**src/rtl/alu_cmd_pkg.sv**
```systemverilog
// Shared types and defaults for the ALU command engine and its response FIFO.
package alu_cmd_pkg;
    localparam int          ALU_W     = 2;
    localparam logic [15:0] MISR_POLY = 16'h1021;

    typedef enum logic {
        IDLE  = 1'b0,
        ISSUE = 1'b1
    } state_t;
endpackage

```
**src/rtl/alu_rsp_fifo.sv**
```systemverilog
// Synchronous response FIFO; pointers wrap naturally because DEPTH is a power of two.
module alu_rsp_fifo #(
    parameter int W     = 2,
    parameter int DEPTH = 4,
    localparam int AW   = $clog2(DEPTH)
) (
    input  logic          i_clk,
    input  logic          i_rst,
    input  logic          i_push,
    input  logic [W-1:0]  i_push_data,
    input  logic          i_pop,
    output logic [W-1:0]  o_head,
    output logic [AW:0]   o_count,
    output logic          o_full,
    output logic          o_empty
);
    logic [W-1:0]  r_mem [DEPTH];
    logic [AW-1:0] r_wr;
    logic [AW-1:0] r_rd;
    logic [AW:0]   r_cnt;
    logic          w_push_ok;
    logic          w_pop_ok;

    assign o_full    = (r_cnt == (AW+1)'(DEPTH));
    assign o_empty   = (r_cnt == '0);
    assign o_count   = r_cnt;
    assign o_head    = r_mem[r_rd];
    assign w_push_ok = i_push & ~o_full;
    assign w_pop_ok  = i_pop & ~o_empty;

    always_ff @(posedge i_clk) begin
        if (w_push_ok)
            r_mem[r_wr] <= i_push_data;
    end

    always_ff @(posedge i_clk) begin
        if (i_rst) begin
            r_wr  <= '0;
            r_rd  <= '0;
            r_cnt <= '0;
        end else begin
            if (w_push_ok)
                r_wr <= r_wr + AW'(1);
            if (w_pop_ok)
                r_rd <= r_rd + AW'(1);
            case ({w_push_ok, w_pop_ok})
                2'b10:   r_cnt <= r_cnt + (AW+1)'(1);
                2'b01:   r_cnt <= r_cnt - (AW+1)'(1);
                default: r_cnt <= r_cnt;
            endcase
        end
    end
endmodule

```
**src/rtl/alu_cmd_engine.sv**
```systemverilog
// Drives registered operands into an external ALU, samples the result after a settle window,
// queues it for the consumer and folds it into a MISR signature.
module alu_cmd_engine
    import alu_cmd_pkg::*;
#(
    parameter int               W          = ALU_W,
    parameter int               SETTLE_CYC = 1,
    parameter int               DEPTH      = 4,
    parameter int               SIG_W      = 16,
    parameter logic [SIG_W-1:0] POLY       = SIG_W'(MISR_POLY)
) (
    input  logic             i_clk,
    input  logic             i_rst,
    input  logic             i_cmd_valid,
    output logic             o_cmd_ready,
    input  logic [W-1:0]     i_cmd_ain,
    input  logic [W-1:0]     i_cmd_bin,
    input  logic             i_cmd_sel,
    output logic [W-1:0]     o_alu_ain,
    output logic [W-1:0]     o_alu_bin,
    output logic             o_alu_sel,
    input  logic [W-1:0]     i_alu_zout,
    output logic             o_rsp_valid,
    input  logic             i_rsp_ready,
    output logic [W-1:0]     o_rsp_data,
    input  logic             i_sig_clear,
    output logic [SIG_W-1:0] o_sig_out,
    output logic             o_busy
);
    localparam int AW = $clog2(DEPTH);

    state_t           r_state;
    state_t           w_next;
    logic [3:0]       r_cnt;
    logic [W-1:0]     r_ain;
    logic [W-1:0]     r_bin;
    logic             r_sel;
    logic [SIG_W-1:0] r_sig;
    logic             w_accept;
    logic             w_capture;
    logic             w_cmd_ready;
    logic [AW:0]      w_count;
    logic             w_full;
    logic             w_empty;

    assign w_capture = (r_state == ISSUE) && (r_cnt == 4'd0);

    always_ff @(posedge i_clk) begin
        if (i_rst)
            r_state <= IDLE;
        else
            r_state <= w_next;
    end

    always_comb begin
        w_next      = r_state;
        w_cmd_ready = 1'b0;
        w_accept    = 1'b0;
        case (r_state)
            IDLE: begin
                w_cmd_ready = ~i_rst & (w_count < (AW+1)'(DEPTH));
                w_accept    = i_cmd_valid & w_cmd_ready;
                if (w_accept)
                    w_next = ISSUE;
            end
            ISSUE: begin
                if (r_cnt == 4'd0)
                    w_next = IDLE;
            end
            default: w_next = IDLE;
        endcase
    end

    // Operands stay at their last issued value while idle.
    always_ff @(posedge i_clk) begin
        if (i_rst) begin
            r_ain <= '0;
            r_bin <= '0;
            r_sel <= 1'b0;
            r_cnt <= 4'd0;
        end else if (w_accept) begin
            r_ain <= i_cmd_ain;
            r_bin <= i_cmd_bin;
            r_sel <= i_cmd_sel;
            r_cnt <= 4'(SETTLE_CYC - 1);
        end else if (r_state == ISSUE && r_cnt != 4'd0) begin
            r_cnt <= r_cnt - 4'd1;
        end
    end

    // Clear has priority over a same-cycle capture; the FIFO push is unaffected.
    always_ff @(posedge i_clk) begin
        if (i_rst || i_sig_clear)
            r_sig <= '0;
        else if (w_capture)
            r_sig <= {r_sig[SIG_W-2:0], 1'b0} ^ (r_sig[SIG_W-1] ? POLY : '0)
                     ^ SIG_W'(i_alu_zout);
    end

    alu_rsp_fifo #(
        .W     (W),
        .DEPTH (DEPTH)
    ) u_fifo (
        .i_clk       (i_clk),
        .i_rst       (i_rst),
        .i_push      (w_capture & ~w_full),
        .i_push_data (i_alu_zout),
        .i_pop       (i_rsp_ready),
        .o_head      (o_rsp_data),
        .o_count     (w_count),
        .o_full      (w_full),
        .o_empty     (w_empty)
    );

    assign o_cmd_ready = w_cmd_ready;
    assign o_alu_ain   = r_ain;
    assign o_alu_bin   = r_bin;
    assign o_alu_sel   = r_sel;
    assign o_rsp_valid = ~w_empty;
    assign o_sig_out   = r_sig;
    assign o_busy      = (r_state != IDLE);
endmodule

```
**config.mk**
```make
export PLATFORM = sky130hd
export DESIGN_NAME = alu_cmd_engine
export DESIGN_NICKNAME = d
export VERILOG_FILES = /design/src/rtl/alu_cmd_pkg.sv /design/src/rtl/alu_rsp_fifo.sv /design/src/rtl/alu_cmd_engine.sv
export SDC_FILE = /design/constraint.sdc
export NUM_CORES = 1
export LEC_CHECK = 0
export CORE_ASPECT_RATIO = 1.25
export CORE_UTILIZATION = 45
export DETAILED_ROUTE_END_ITERATION = 8
export GPL_TIMING_DRIVEN = 0
export PLACE_DENSITY = 0.74
export SLEW_MARGIN = 20
export SYNTH_ARGS = -nofsm -noshare
export SYNTH_HDL_FRONTEND = slang
export SYNTH_HIERARCHICAL = 1
export SYNTH_SLANG_ARGS = --single-unit
```
**constraint.sdc**
```tcl
create_clock -name i_clk -period 2.4 [get_ports i_clk]
set_input_delay 0.24 -clock i_clk [delete_from_list [all_inputs] [get_ports i_clk]]
set_output_delay 0.24 -clock i_clk [all_outputs]
set_load 0.02 [all_outputs]
```
# Word level (Yosys, flattened, before mapping)
# Memories as Yosys holds them, arrays and structs flattened. A register that Yosys moved wholly into a read port is not among the register bits.
# Index checks and enable logic that the tools add are counted.
# totals
register_bits	33
latch_bits	0
mem_bits_rw	8
mem_bits_ro	0
out_inout_bits	26
wordCells	49
mem_count	1
# op_classes
n_addsub	5
n_mul	0
div	0
order_cmp	1
n_eq_ne	3
shift	0
mux	11
n_bitwise	11
n_reduce_logical	8
# memory_table
memory	words	width	read_ports	rd_ports_with_merged_regs	write_ports	line_no	rtl
u_fifo.r_mem	4	2	1	1	1	alu_rsp_fifo.sv:17	logic [W-1:0] r_mem [DEPTH];
# op_table
op	count
$xor A16 B13 Y16	1
$xor A16 B2 Y16	1
$mux W13	1
$mux W1	6
$pmux W3 S2	1
$and A1 B1 Y1	5
$add A2 B1 Y2 const B	2
$logic_not A4 Y1	1
$mux W2	2
$not A1 Y1	4
$reduce_bool A4 Y1	1
$sub A4 B1 Y4 const B	1
$add A3 B1 Y3 const B	1
$eq A3 B3 Y1 const B	1
$logic_not A3 Y1	1
$lt A3 B3 Y1 const B	1
$sub A3 B1 Y3 const B	1
$eq A2 B1 Y1 const B	1
$eq A2 B2 Y1 const B	1
$logic_and A1 B1 Y1	2
$pmux W1 S2	1
$reduce_bool A2 Y1	1
$reduce_or A2 Y1	1
$logic_or A1 B1 Y1	1

# Logic depth before layout (Yosys ltp)
# depth
ltp_word	6
mapped_depth	14
mapped_depth_nobuf	13

# By module
# The synthesis kept the hierarchy.
# by_module_without_submodules
module	instances	cells_per_inst	area_each_um2
alu_cmd_engine	1	119	1051.0
alu_rsp_fifo	1	64	770.7

# Worst setup path before layout
# Ideal clock, no wire load.
# synth_timing
path_type	register to register
startpoint	register r_cnt[0]
endpoint	register u_fifo.r_cnt[2] (netlist: u_fifo/o_count[2])
t_arrival_ps	2419
t_required_ps	2330
path_slack_ps	-89
path_stages_with_launch	15
period_less_slack_ps	2489
path_cell_list	dfxtp_1 inv_1 ha_1 nand4bb_1 clkbuf_1 nor2_1 inv_1 nor2_1 inv_1 ha_1 inv_1 fa_1 xor2_1 or3_1 a21oi_1
# synth_via
elab_chain_cells	6
# synth_rtl
element	line_no	rtl
start, declared	alu_cmd_engine.sv:34	logic [3:0] r_cnt;
start signal, assigned	alu_cmd_engine.sv:85	r_cnt <= 4'(SETTLE_CYC - 1);
start signal, assigned	alu_cmd_engine.sv:87	r_cnt <= r_cnt - 4'd1;
$logic_not A4 Y1 (*)	alu_cmd_engine.sv:46	assign w_capture = (r_state == ISSUE) && (r_cnt == 4'd0);
$logic_and A1 B1 Y1 (*)	alu_cmd_engine.sv:46	
$and A1 B1 Y1 (*)	alu_cmd_engine.sv:106	.i_push (w_capture & ~w_full),
$and A1 B1 Y1 (*)	alu_rsp_fifo.sv:28	assign w_push_ok = i_push & ~o_full;
$eq A2 B1 Y1 or $eq A2 B2 Y1 (tied branches)	alu_rsp_fifo.sv:46	case ({w_push_ok, w_pop_ok})
$pmux W3 S2 or $reduce_bool A2 Y1 (tied branches)	-	
end signal, assigned	alu_rsp_fifo.sv:47	2'b10: r_cnt <= r_cnt + (AW+1)'(1);
end signal, assigned	alu_rsp_fifo.sv:48	2'b01: r_cnt <= r_cnt - (AW+1)'(1);
end signal, assigned	alu_rsp_fifo.sv:49	default: r_cnt <= r_cnt;
end, declared	alu_rsp_fifo.sv:20	logic [AW:0] r_cnt;
# Every way passes the cells marked *; elsewhere a longest branch is shown, timed or not.
# A chain may end at the register's enable or synchronous reset.

# Final worst setup path
# layout_timing
startpoint	register r_cnt[1]
endpoint	register r_sig[8] (netlist: o_sig_out[8])
# layout_via
elab_chain_cells	2
# layout_rtl
element	line_no	rtl
$logic_not A4 Y1	alu_cmd_engine.sv:46	
$logic_and A1 B1 Y1	alu_cmd_engine.sv:46	
end signal, assigned	alu_cmd_engine.sv:96	r_sig <= {r_sig[SIG_W-2:0], 1'b0} ^ (r_sig[SIG_W-1] ? POLY : '0)
end, declared	alu_cmd_engine.sv:38	logic [SIG_W-1:0] r_sig;
# Every way passes these cells.

==> results.sh <==
export IMPL_ys_seq_area_share_pct=51.6
export IMPL_antenna_cells=0
export IMPL_start_util_pct=47.7
export IMPL_cts_sinks=43
export IMPL_area_delta_synth_final_pct=41.5
export IMPL_drive_gt1_share_pct=22.3
export IMPL_synth_simple_area_share_pct=18.6
export IMPL_busiest_layer="met2"
export IMPL_grt_start_max_net_pins=14
export IMPL_wl_per_cell_um=11.6
export IMPL_first_pass_iters=4
export IMPL_yosys_warnings=6
export IMPL_synthArstFlopShare_pct=0
export IMPL_relSlewSlack_pct=62.0
export IMPL_syn_area_per_cell_sq_um=9.95
export IMPL_ios=38
export IMPL_final_util_pct=67.5
export IMPL_place_gp_congestion=0.750
export IMPL_synth_top_family_by_area="simple AND/OR/NAND/NOR gates"
export IMPL_endpoint="o_sig_out[8]"
export IMPL_hold_viol_final=0
export IMPL_cts_tree="done"
export IMPL_first_global_vias=1250
export IMPL_worst_slew_pin_slew_ns=0.567
export IMPL_ys_ff_latch=43
export IMPL_cp_data_arrival_time_ns=2.51
export IMPL_grt_use_total_pct=17.0
export IMPL_placed_cells=273
export IMPL_met1_usage_pct=20.2
export IMPL_period_needed_ns=2.33
export IMPL_synth_fa_ha_area_share_pct=5.91
export IMPL_syn_inst=183
export IMPL_pwr_density_cell_nw_per_um2=761
export IMPL_finalCritPeriodShare_pct=97.2
export IMPL_synth_compound_area_share_pct=9.75
export IMPL_cp_required_ns=2.57
export IMPL_setup_viol=0
export IMPL_cts_buffer_depth=2
export IMPL_grt_pass1_wl_um=5420
export IMPL_met3_usage_pct=4.61
export IMPL_synth_area_mux_share_pct=5.77
export IMPL_whs_ns=0.161
export IMPL_status="completed"
export IMPL_n_fill_cell=292
export IMPL_synth_most_common_cell="dfxtp_1"
export IMPL_setup_tns_ns=0
export IMPL_cts_root_buf="clkbuf_8"
export IMPL_wirelength_um=3490
export IMPL_vias=1449
export IMPL_grtUsageMet2_pct=27.5
export IMPL_total_power_mw=1.96
export IMPL_drtIter0Drc=45
export IMPL_crit_type="flop to flop"
export IMPL_fin_cells=301
export IMPL_syn_area_sq_um=1820
export IMPL_drcViolationCount=0
export IMPL_r2r_end="o_sig_out[8]"
export IMPL_crit_path_end_kind="flop"
export IMPL_ctsHoldBuffers=0
export IMPL_synth_cell_types=34
export IMPL_synth_top_area_cell="dfxtp_1"
export IMPL_timing_rr_start="r_cnt[1]"
export IMPL_die_width_um=58.9
export IMPL_coreArea_sq_um=3820
export IMPL_crit_path_max_fanout=3
export IMPL_fmax_ghz=0.429
export IMPL_vias_per_cell=4.81
export IMPL_synthXorXnorAreaFrac_pct=3.85
export IMPL_synth_area_leaders="dfxtp_1 (38%), edfxtp_1 (13%), nand2_1 (5.6%)"
export IMPL_maxSlewViolCount=0
export IMPL_ant_nets=0
export IMPL_die_area_sq_um=4310
export IMPL_hp_class="input port to flop"
export IMPL_maxCapViolCount=0
export IMPL_leakagePower_nw=0.936
export IMPL_synth_edff_count=8
export IMPL_rows=25
export IMPL_htree_levels=2
export IMPL_die_h_um=73.1
export IMPL_numCtsBuffers=5
export IMPL_r2r_cells=16
export IMPL_worstSkewPairLatency_ns=0.30
export IMPL_nNetsFinal=266
export IMPL_overflow=0
export IMPL_cp_startpoint="r_cnt[1]"
export IMPL_clkTransAtPathRegs_ns=0.08
export IMPL_vdd_drop_max_mv=0.617
export IMPL_ys_dominant_reg_cell="dfxtp_1"
export IMPL_rrSetupSlack_ns=0.07
export IMPL_finalClockSkew_ns=0.00791
export IMPL_io_buffers=36
export IMPL_synthTopCellsByCount="dfxtp_1 (35), nand2_1 (27), a21oi_1 (19)"
export IMPL_cp_start_kind="flop"
export IMPL_mappedNetlistNets=203
export IMPL_antenna_found_initial=0
export IMPL_synth_top_area_share_pct=38.5
export IMPL_dpl_hpwl_um=2240
==> area by class of cell <==
class | count | area [sq um] | share of cell area (%)
Inverter | 11 | 43.8 | 1.70
Multi-Input combinational cell | 120 | 843 | 32.7
Sequential cell | 43 | 943 | 36.6
Tap cell | 54 | 67.6 | 2.62
Clock buffer | 7 | 108 | 4.17
Buffer | 9 | 56.3 | 2.18
Timing Repair Buffer | 56 | 510 | 19.8
Clock inverter | 1 | 5.00 | 0.194
==> stage by stage <==
stage	cell area, sq um	setup WS, ns
floorplan	1830	0.00822
global placement	2250	-0.199
detailed placement	2250	-0.270
CTS	2490	0.00656
global route	2580	-0.00753
finish	2580	0.0678
==> layout by cell type, fill, tap and decap left out, types with 2 or more instances in the layout <==
cell and count:
a211oi_1 4, a21oi_1 17, a21oi_2 3, and2_1 4
buf_4 21, clkbuf_1 4, clkbuf_8 7, clkdlybuf4s50_1 36
dfxtp_1 33, dfxtp_2 2, edfxtp_1 8, ha_1 5
inv_1 9, mux2i_1 6, mux4_2 2, nand2_1 25
nand2_2 2, nand2b_1 2, nor2_1 16, nor3_1 2
o21ai_0 3, or2_2 2, or3_1 3, or3b_1 2
xnor2_1 4, xor2_1 4
==> registers in the layout (all words and copies together), names as in the netlist, 2 cells and up, named ones only <==
register,count
o_alu_ain,2
o_alu_bin,2
o_sig_out,16
r_cnt,4
u_fifo/o_count,3
u_fifo/r_mem,8
u_fifo/r_rd,2
u_fifo/r_wr,2
==> critical path, cell delays in order, from the launching register on <==
cell and delay, ns:
dfxtp_2 0.34, inv_2 0.07, ha_4 0.14, nand4bb_1 0.15, buf_4 0.17, buf_4 0.12
buf_4 0.12, buf_4 0.12, buf_4 0.12, buf_4 0.12, buf_4 0.12, buf_4 0.12
buf_4 0.12, buf_4 0.12, buf_4 0.14, nand2_1 0.06, a21oi_1 0.05
==> routing by layer <==
layer  wire length, um  vias up
met4                74        0
li1                  -      738
met2              1750       50
met1              1470      657
met5                 0        -
met3               190        4
==> cells by family after synthesis <==
kind of cell,Yosys count
buffers and inverters,20
DFF,43
muxes,8
and+or+nand+nor,66
AOI/OAI and AO/OA,30
xor gates and xnor gates,8
adders and majority gates,8
==> power breakdown <==
part | leakage (nW) | switching (mW) | internal [mW]
Clock | 0.0594 | 0.238 | 0.295
Combinational | 0.519 | 0.273 | 0.294
Sequential | 0.358 | 0.0660 | 0.797
Total | 0.936 | 0.576 | 1.39
==> worst min-delay path by stage <==
| stage | cells past startpoint | to | from | slack [ns] |
|---|---|---|---|---|
| 2_1_floorplan | 0 | u_fifo/r_mem[0][0] | i_alu_zout[0] | 0.34 |
| 3_5_place_dp | 2 | o_sig_out[3] | o_sig_out[3] | 0.46 |
| 4_1_cts | 2 | o_alu_bin[1] | i_rst | 0.16 |
| 3_3_place_gp | 2 | o_sig_out[3] | o_sig_out[2] | 0.46 |
| 5_1_grt | 2 | o_alu_ain[0] | i_rst | 0.17 |
| 6_report | 2 | o_alu_sel | i_rst | 0.16 |
==> timing repair <==
action,CTS,global route
resized for setup,8,12
pin swaps,0,4
setup endpoints to repair,2,5
buffers inserted,14,7
Note: power is estimated with default switching activity, not from simulation.
